### src/rtl/ddr3_mem_tester.sv
// Avalon-MM traffic generator for the DDR3 EMIF local port: writes a seeded address pattern
// over a word range, reads it back in order, and reports pass/fail and mismatch statistics.
module ddr3_mem_tester #(
  parameter int unsigned ADDR_W      = 25,
  parameter int unsigned DATA_W      = 64,
  parameter int unsigned BASE_ADDR   = 0,
  parameter int unsigned NUM_WORDS   = 1024,
  parameter logic [31:0] SEED        = 32'hA5C3_1E0F,
  parameter int unsigned MAX_OUTST   = 8,
  parameter int unsigned TIMEOUT_CYC = 4096
) (
  input  logic                clk_clk,
  input  logic                reset_reset,
  input  logic                start,
  input  logic                local_init_done,
  input  logic                local_cal_success,
  input  logic                local_cal_fail,
  output logic [ADDR_W-1:0]   avm_address,
  output logic                avm_read,
  output logic                avm_write,
  output logic [DATA_W-1:0]   avm_writedata,
  output logic [DATA_W/8-1:0] avm_byteenable,
  input  logic                avm_waitrequest,
  input  logic [DATA_W-1:0]   avm_readdata,
  input  logic                avm_readdatavalid,
  output logic                busy,
  output logic                done,
  output logic                pass,
  output logic                timeout,
  output logic [15:0]         err_count,
  output logic [ADDR_W-1:0]   first_err_addr
);

  // Word counters need one extra bit so NUM_WORDS = 2^ADDR_W is representable.
  localparam int unsigned CW = ADDR_W + 1;
  localparam int unsigned OW = $clog2(MAX_OUTST + 1);
  localparam logic [CW-1:0]     LAST    = CW'(NUM_WORDS);
  localparam logic [CW-1:0]     LAST_M1 = CW'(NUM_WORDS - 1);
  localparam logic [ADDR_W-1:0] BASE    = ADDR_W'(BASE_ADDR);
  localparam logic [OW-1:0]     MAX_O   = OW'(MAX_OUTST);

  typedef enum logic [2:0] {StIdle, StWaitCal, StWrite, StRead, StDone} state_e;

  function automatic logic [DATA_W-1:0] pattern(input logic [ADDR_W-1:0] a);
    logic [31:0] w;
    w = SEED ^ 32'(a);
    return {(DATA_W/32){w}};
  endfunction

  state_e            state_q, state_d;
  logic [ADDR_W-1:0] addr_q, addr_d, ferr_q, ferr_d, cmp_addr_q, cmp_addr_d;
  logic              rd_q, rd_d, wr_q, wr_d;
  logic [DATA_W-1:0] wdata_q, wdata_d;
  logic [CW-1:0]     wr_cnt_q, wr_cnt_d, rd_cnt_q, rd_cnt_d, chk_cnt_q, chk_cnt_d;
  logic [OW-1:0]     outst_q, outst_d;
  logic [31:0]       tmo_q, tmo_d;
  logic              cmp_vld_q, cmp_vld_d, cmp_err_q, cmp_err_d;
  logic              cmp_lat_q, cmp_lat_d, cmp_last_q, cmp_last_d;
  logic [15:0]       err_q, err_d;
  logic              ferr_seen_q, ferr_seen_d, calf_q, calf_d, tmo_flag_q, tmo_flag_d;
  logic              done_q, done_d, pass_q, pass_d, busy_q, busy_d;

  logic              rd_acc, active, rdv_ok, rdv_stray;
  logic [ADDR_W-1:0] chk_addr;

  // Next-state logic: FSM, command issue, registered compare stage and result bookkeeping.
  always_comb begin
    state_d     = state_q;
    addr_d      = addr_q;
    rd_d        = rd_q;
    wr_d        = wr_q;
    wdata_d     = wdata_q;
    wr_cnt_d    = wr_cnt_q;
    rd_cnt_d    = rd_cnt_q;
    chk_cnt_d   = chk_cnt_q;
    err_d       = err_q;
    ferr_d      = ferr_q;
    ferr_seen_d = ferr_seen_q;
    calf_d      = calf_q;
    tmo_flag_d  = tmo_flag_q;
    done_d      = done_q;
    pass_d      = pass_q;

    rd_acc    = rd_q & ~avm_waitrequest;
    active    = (state_q == StWrite) || (state_q == StRead);
    rdv_ok    = avm_readdatavalid & (outst_q != '0);
    rdv_stray = avm_readdatavalid & (outst_q == '0);
    chk_addr  = BASE + chk_cnt_q[ADDR_W-1:0];
    outst_d   = outst_q + OW'(rd_acc) - OW'(rdv_ok);

    // Compare stage; a stray return is an error that never names a failing address.
    cmp_vld_d  = avm_readdatavalid & active;
    cmp_err_d  = rdv_stray | (avm_readdata != pattern(chk_addr));
    cmp_lat_d  = rdv_ok;
    cmp_addr_d = chk_addr;
    cmp_last_d = rdv_ok & active & (chk_cnt_q == LAST_M1);
    if (rdv_ok && active) chk_cnt_d = chk_cnt_q + 1'b1;

    if (cmp_vld_q && cmp_err_q) begin
      if (err_q != 16'hFFFF) err_d = err_q + 16'd1;
      if (cmp_lat_q && !ferr_seen_q) begin
        ferr_d      = cmp_addr_q;
        ferr_seen_d = 1'b1;
      end
    end

    if (state_q == StRead && outst_q != '0 && !avm_readdatavalid) tmo_d = tmo_q + 32'd1;
    else tmo_d = '0;

    unique case (state_q)
      StIdle, StDone: begin
        if (start) begin
          state_d     = StWaitCal;
          wr_cnt_d    = '0;
          rd_cnt_d    = '0;
          chk_cnt_d   = '0;
          outst_d     = '0;
          tmo_d       = '0;
          err_d       = '0;
          ferr_d      = '0;
          ferr_seen_d = 1'b0;
          calf_d      = 1'b0;
          tmo_flag_d  = 1'b0;
          done_d      = 1'b0;
          pass_d      = 1'b0;
        end
      end
      StWaitCal: begin
        if (local_cal_fail) begin
          calf_d  = 1'b1;
          state_d = StDone;
        end else if (local_init_done && local_cal_success) begin
          state_d = StWrite;
        end
      end
      StWrite: begin
        if (!wr_q || !avm_waitrequest) begin
          if (wr_cnt_q != LAST) begin
            wr_d     = 1'b1;
            addr_d   = BASE + wr_cnt_q[ADDR_W-1:0];
            wdata_d  = pattern(addr_d);
            wr_cnt_d = wr_cnt_q + 1'b1;
          end else begin
            wr_d    = 1'b0;
            state_d = StRead;
          end
        end
      end
      StRead: begin
        // Gate on the post-update count so a held read can never push past MAX_OUTST.
        if (!rd_q || !avm_waitrequest) begin
          if (rd_cnt_q != LAST && outst_d < MAX_O) begin
            rd_d     = 1'b1;
            addr_d   = BASE + rd_cnt_q[ADDR_W-1:0];
            rd_cnt_d = rd_cnt_q + 1'b1;
          end else begin
            rd_d = 1'b0;
          end
        end
        if (cmp_vld_q && cmp_last_q) begin
          state_d = StDone;
        end else if (tmo_d == TIMEOUT_CYC) begin
          tmo_flag_d = 1'b1;
          state_d    = StDone;
        end
      end
      default: state_d = StIdle;
    endcase

    if (state_d == StDone && state_q != StDone) begin
      rd_d   = 1'b0;
      wr_d   = 1'b0;
      done_d = 1'b1;
      pass_d = (err_d == 16'd0) & ~tmo_flag_d & ~calf_d;
    end
    busy_d = (state_d == StWaitCal) || (state_d == StWrite) || (state_d == StRead);
  end

  // State register with synchronous reset; reset aborts any test in progress.
  always_ff @(posedge clk_clk) begin
    if (reset_reset) begin
      state_q     <= StIdle;
      addr_q      <= '0;
      rd_q        <= 1'b0;
      wr_q        <= 1'b0;
      wdata_q     <= '0;
      wr_cnt_q    <= '0;
      rd_cnt_q    <= '0;
      chk_cnt_q   <= '0;
      outst_q     <= '0;
      tmo_q       <= '0;
      cmp_vld_q   <= 1'b0;
      cmp_err_q   <= 1'b0;
      cmp_lat_q   <= 1'b0;
      cmp_last_q  <= 1'b0;
      cmp_addr_q  <= '0;
      err_q       <= '0;
      ferr_q      <= '0;
      ferr_seen_q <= 1'b0;
      calf_q      <= 1'b0;
      tmo_flag_q  <= 1'b0;
      done_q      <= 1'b0;
      pass_q      <= 1'b0;
      busy_q      <= 1'b0;
    end else begin
      state_q     <= state_d;
      addr_q      <= addr_d;
      rd_q        <= rd_d;
      wr_q        <= wr_d;
      wdata_q     <= wdata_d;
      wr_cnt_q    <= wr_cnt_d;
      rd_cnt_q    <= rd_cnt_d;
      chk_cnt_q   <= chk_cnt_d;
      outst_q     <= outst_d;
      tmo_q       <= tmo_d;
      cmp_vld_q   <= cmp_vld_d;
      cmp_err_q   <= cmp_err_d;
      cmp_lat_q   <= cmp_lat_d;
      cmp_last_q  <= cmp_last_d;
      cmp_addr_q  <= cmp_addr_d;
      err_q       <= err_d;
      ferr_q      <= ferr_d;
      ferr_seen_q <= ferr_seen_d;
      calf_q      <= calf_d;
      tmo_flag_q  <= tmo_flag_d;
      done_q      <= done_d;
      pass_q      <= pass_d;
      busy_q      <= busy_d;
    end
  end

  assign avm_address    = addr_q;
  assign avm_read       = rd_q;
  assign avm_write      = wr_q;
  assign avm_writedata  = wdata_q;
  assign avm_byteenable = '1;
  assign busy           = busy_q;
  assign done           = done_q;
  assign pass           = pass_q;
  assign timeout        = tmo_flag_q;
  assign err_count      = err_q;
  assign first_err_addr = ferr_q;

endmodule

### config.mk
export PLATFORM = sky130hd
export DESIGN_NAME = ddr3_mem_tester
export DESIGN_NICKNAME = d
export VERILOG_FILES = /design/src/rtl/ddr3_mem_tester.sv
export SDC_FILE = /design/constraint.sdc
export NUM_CORES = 1
export LEC_CHECK = 0
export ABC_CLOCK_PERIOD_IN_PS = 3930
export CORE_UTILIZATION = 53
export DETAILED_ROUTE_END_ITERATION = 10
export PLACE_DENSITY = 0.77
export SKIP_CTS_REPAIR_TIMING = 1
export SLEW_MARGIN = 5
export SYNTH_ARGS = -nofsm -noshare
export SYNTH_HDL_FRONTEND = slang
export SYNTH_SLANG_ARGS = --single-unit
### constraint.sdc
create_clock -name clk_clk -period 3.93 [get_ports clk_clk]
set_input_delay 0.9825 -clock clk_clk [delete_from_list [all_inputs] [get_ports clk_clk]]
set_output_delay 0.9825 -clock clk_clk [all_outputs]
set_load 0.03 [all_outputs]
* Word level (Yosys, flattened, before mapping)
Index checks and enable logic that the tools add are counted.
** Storage, ports and cells
- Bits in registers :: 276
- Word-level logic and storage cells :: 155
- Input bits :: 72
** Operators by class
- Multiplexer cells :: 53
- $add $sub $neg :: 7
- Reduce and logical (&&, ||, !) cells :: 37
- Bitwise operators :: 14
- Magnitude comparators :: 1
- Equal/unequal tests :: 20
** Operators with widths (number)
- $mux W26 :: 8
- $mux W25 :: 8
- $pmux W26 S2 :: 2
- $mux W32 :: 3
- $add A26 B1 Y26 const B :: 3
- $mux W16 :: 4
- $ne A64 B64 Y1 :: 1
- $ne A26 B11 Y1 const B :: 2
- $pmux W25 S2 :: 1
- $add A32 B1 Y32 const B :: 1
- $eq A32 B13 Y1 const B :: 1
- $not A13 Y16 :: 2
- $eq A26 B10 Y1 const B :: 1
- $mux W3 :: 7
- $add A16 B1 Y16 const B :: 1
- $logic_not A16 Y1 :: 1
- $ne A16 B16 Y1 const B :: 1
- $mux W1 :: 15
- $eq A3 B2 Y1 const B :: 4
- $pmux W3 S4 :: 1
- $reduce_bool A2 Y1 :: 5
- $logic_and A1 B1 Y1 :: 9
- $and A1 B1 Y1 :: 8
- $mux W4 :: 2
- 21 further kinds :: 41

* Logic depth before layout (Yosys ltp)
- Depth after elaboration :: 12
- Depth in mapped cells :: 16
- Depth with buffers taken out :: 15

* Least setup slack after synthesis
No wires, ideal clock.
- Path kind :: input -> register
- Start point :: input avm_readdatavalid
- End point :: register addr_q[0] (netlist: avm_address[0])
- Library setup time :: 0.091 ns
- Data arrival time :: 3.532 ns
- Required time :: 3.839 ns
- Stages on the path :: 13
- Buffers on the path :: 1
- Path slack :: 0.307 ns
- Cell sequence :: nor2b_1 -> ha_1 -> inv_1 -> ha_1 -> a21o_1 -> a21oi_1 -> xor2_1 -> a2111oi_2 -> inv_1 -> nand2_1 -> buf_1 -> nor2_1 -> a311oi_1
** On the way
- Longest elaborated chain between the ends :: 6
** RTL lines
- start, declared :: RTL line 25 : input logic avm_readdatavalid,
- $and A1 B1 Y1 :: RTL line 86 : rdv_ok = avm_readdatavalid & (outst_q != '0);
- $sub A4 B1 Y4 :: RTL line 89 : outst_d = outst_q + OW'(rd_acc) - OW'(rdv_ok);
- $lt A4 B4 Y1 :: RTL line 152 : if (rd_cnt_q != LAST && outst_d < MAX_O) begin
- $logic_and A1 B1 Y1 :: RTL line 152
- $ne A2 B1 Y1 (no source line)
- $reduce_and A5 Y1 (no source line)
- end signal, assigned :: RTL line 207 : addr_q <= addr_d;
- end, declared :: RTL line 51 : logic [ADDR_W-1:0] addr_q, addr_d, ferr_q, ferr_d, cmp_addr_q, cmp_addr_d;
No other way between the ends.
A chain may end at the register's enable or synchronous reset.

* Final worst setup path
- Start point :: input avm_readdatavalid
- End point :: register rd_cnt_q[9]
** On the way
- Longest elaborated chain between the ends :: 6
** RTL lines
- $and A1 B1 Y1 :: RTL line 86
- net cmp_lat_d :: RTL line 58 : logic cmp_lat_q, cmp_lat_d, cmp_last_q, cmp_last_d;
- $sub A4 B1 Y4 :: RTL line 89
- $lt A4 B4 Y1 :: RTL line 152
- $logic_and A1 B1 Y1 :: RTL line 152
- $ne A2 B1 Y1 (no source line)
- $reduce_and A4 Y1 (no source line)
- end signal, assigned :: RTL line 212 : rd_cnt_q <= rd_cnt_d;
- end, declared :: RTL line 54 : logic [CW-1:0] wr_cnt_q, wr_cnt_d, rd_cnt_q, rd_cnt_d, chk_cnt_q, chk_cnt_d;
The timed path passes the listed nets, and every way through them passes these cells.

==> reports/metrics.csv <==
stage,metric,value,unit
logic_synthesis,Mapped Cells,1414,
setup_path,Worst Setup Start Kind,input pin,
logic_synthesis,largest family of logic cells by synthesized area,simple AND/OR/NAND/NOR gates,
finish,Final Util,0.680,
routing,Via-to-Cell Ratio,5.54,
floorplanning,Die W,149,um
logic_synthesis,count of cell types in the netlist,61,
routing,TritonRoute pass-1 iters,7,
logic_synthesis,Compound-Gate Fraction of Synth Area,0.112,
global_route,initial antenna violation count,0,
floorplanning,initial core utilization,0.544,
finish,NumNets Final,1648,
sta,fin worst setup slack,389,ps
setup_path,CP max stage delay,420,ps
finish,diode count,0,
sta,Worst Max-Slew Pin Slew,1040,ps
sta,worst rel slew slack,0.310,
sta,Fmax,282,MHz
routing,total number of vias,10300,
logic_synthesis,Post-Synth Adder-Cell Area,0.0148,
logic_synthesis,ys async rst share,0,
global_route,vias in the first global route,9567,
place,post-place setup slack,-58.4,ps
sta,hold slack,434,ps
power_and_ir_drop,switching fraction of total power,0.229,
place,hpwl dp,21.2,mm
floorplanning,Core Rows,53,
power_and_ir_drop,maximum VDD drop,371,uV
clock_network,CTS root buf,clkbuf_16,
finish,Area Overhead vs Synth,25.0,%
clock_network,CTS Buffer Depth,3,
setup_path,WP data arrival,3980,ps
logic_synthesis,"EDFF count, synth",0,
logic_synthesis,Synth Flop Type,dfxtp_1,
floorplanning,CORE AREA,21200,sq um
place,IO Port Bufs,199,
floorplanning,height of the die,149,um
setup_path,critical path required time,4370,ps
logic_synthesis,multiplexer share of the synthesized area,0.0174,
setup_path,crit-path max FO,9,
power_and_ir_drop,PwrDens,386,nW/um^2
clock_network,"CTS clk-pin slew, worst paths",60,ps
power_and_ir_drop,part of the power in combinational logic,0.087,
logic_synthesis,Mapped Area,11500,sq um
routing,WL/cell,15.8,um
global_route,global route overflow,0,
clock_network,cts bufs inserted,25,
clock_network,Worst-Skew Late Latency,520,ps
sta,Final min period,3540,ps
place,GP Congestion,0.907,
logic_synthesis,fraction of synthesized cell area in xor and xnor cells,0.0898,
min_path,worst min path class,reg2reg,
sta,Final Cycle Share,0.901,
power_and_ir_drop,clock share of power,0.454,
sta,# setup viols final,0,
global_route,largest net degree at the start of global routing,83,
sta,final slew viol count,0,
routing,Post-Route WL,29.3,mm
job,max_cap viols,0,
clock_network,CTS tree,done,
power_and_ir_drop,Leakage,5.03,nW
power_and_ir_drop,Total Power,5.55,mW
floorplanning,I/O Pins,216,
sta,unrepaired setup endpoints after global routing,no,
finish,"leading cell types in the layout, fill and taps excluded","246 x dfxtp_1, 220 x nor2_1, 198 x clkdlybuf4s50_1",
finish,"most common cell after layout, fill and taps aside",dfxtp_1,
run_status,outcome,"complete, no violations",
finish,fraction of layout cells with a size suffix above 1,0.0538,
sta,Fin. Hold Viols,0,
logic_synthesis,post-synthesis simple-gate area fraction,0.272,
logic_synthesis,Mean Syn Cell Area,8.14,sq um
power_and_ir_drop,Pint,4.29,mW
clock_network,CTS sink count,246,
sta,Worst Skew,21.1,ps
floorplanning,die area,22300,sq um
setup_path,CP Capture Type,flop,
logic_synthesis,YS warnings,0,
setup_path,cell with the largest stage delay on the worst path,clkdlybuf4s50_1,
power_and_ir_drop,power share of the sequential group,0.459,
setup_path,worst path cell trace,clkdlybuf4s50_1 -> nor2b_1 -> ha_1 -> inv_1 -> ha_1 -> a21o_1 -> a21oi_1 -> xor2_1 -> a2111oi_2 -> buf_4 -> o2111ai_1 -> or3_1 -> a21oi_1,
power_and_ir_drop,switching power of the nets,1.27,mW
routing,Routed Antenna Nets,0,
global_route,GRT Total Usage,0.264,
routing,DRT iter0 DRCs,674,
global_route,first-pass GRT wire length,48.0,mm
clock_network,htree depth,1,
routing,detailed-route DRC error count,0,
logic_synthesis,"FF+latch count, synth",246,
setup_path,critical setup path kind,in2reg,
logic_synthesis,register area share after synthesis,0.428,
==> cells in the mapped netlist (5+ instances only) <==
library cell  instances  share of area
a211oi_1             35          0.023
a21oi_1              95          0.041
and2_1                8         0.0043
and3_1               29          0.016
and4_1                8         0.0061
buf_1                11         0.0036
buf_4                46          0.030
clkbuf_1             59          0.019
dfxtp_1             246           0.43
ha_1                 12          0.013
inv_1                35          0.011
mux2i_1              20          0.017
nand2_1             166          0.054
nand2b_1              7         0.0038
nand3_1              52          0.023
nand4_1              38          0.021
nor2_1              220          0.072
nor2b_1              28          0.015
nor3_1               25          0.011
nor3b_1              10         0.0065
nor4_1               21          0.011
nor4b_1               5         0.0038
o2111ai_1             6         0.0046
o21ai_0              31          0.013
or3_1                16         0.0087
xnor2_1              56          0.043
xor2_1               62          0.047
==> worst max-delay path: cells and delay by family <==
kind / cells / cell delay [ps]
buffers and inverters: 3 / 700
adder cells (fa/ha/maj): 2 / 480
AND/OR/NAND/NOR: 2 / 550
AO/OA/AOI/OAI: 5 / 1140
XOR/XNOR: 1 / 120
==> through the flow <==
step | TNS [ps] | cell area [sq um] | instances
final | 0 | 14400 | 1854
after global routing | 0 | 14400 | 1854
after CTS | 0 | 14400 | 1854
after detailed placement | -286 | 13500 | 1811
after global placement | 0 | 13500 | 1811
after floorplan | 0 | 11600 | 1428
==> sequential cells by signal (all words and copies together) (netlist names), 3 cells and up <==
name,count
avm_address,25
avm_writedata,26
chk_cnt_q,26
cmp_addr_q,25
err_count,16
first_err_addr,25
outst_q,4
rd_cnt_q,26
state_q,3
tmo_q,32
wr_cnt_q,26
==> logic make-up after synthesis <==
group	count (synthesis)
and+or+nand+nor	654
DFF	246
AOI/OAI and AO/OA	207
buffers and inverters	154
xor gates and xnor gates	118
muxes	20
adders and majority gates	13
other	2
==> cell type report <==
cell class	instances	area [sq um]
fill	1713	6760
multi-input combinational	1028	5890
sequential	246	4920
timing repair buffer	227	2220
clock buffer	30	674
tap	275	344
clock inverter	13	201
inverter	35	131
==> power groups by stage <==
stage | clock (mW) | combinational [mW] | sequential (mW)
global placement | 0 | 0.471 | 2.60
global route | 2.67 | 0.523 | 2.55
CTS | 2.57 | 0.483 | 2.55
finish | 2.52 | 0.483 | 2.55
detailed placement | 0 | 0.477 | 2.60
floorplan | 0 | 0.260 | 2.63
==> layer usage <==
layer	vias up	global-route usage	part of all wire
met3	36	0.0349	0.055
met1	4842	0.355	0.45
met2	309	0.450	0.48
met4	0	0.0536	0.015
met5	-	0	0
li1	5083	-	-
==> path summary, 6_finish.rpt <==
| path | slack (ps) | endpoint | cells after the start | startpoint |
|---|---|---|---|---|
| worst max-delay path | 390 | rd_cnt_q[9] | 13 | avm_readdatavalid |
| worst min-delay path | 430 | first_err_addr[1] | 2 | cmp_addr_q[1] |
| worst max register to register | 480 | rd_cnt_q[9] | 15 | outst_q[2] |
| worst min register to register | 430 | first_err_addr[1] | 2 | cmp_addr_q[1] |
No activity file was read; power rests on OpenSTA's default activity.
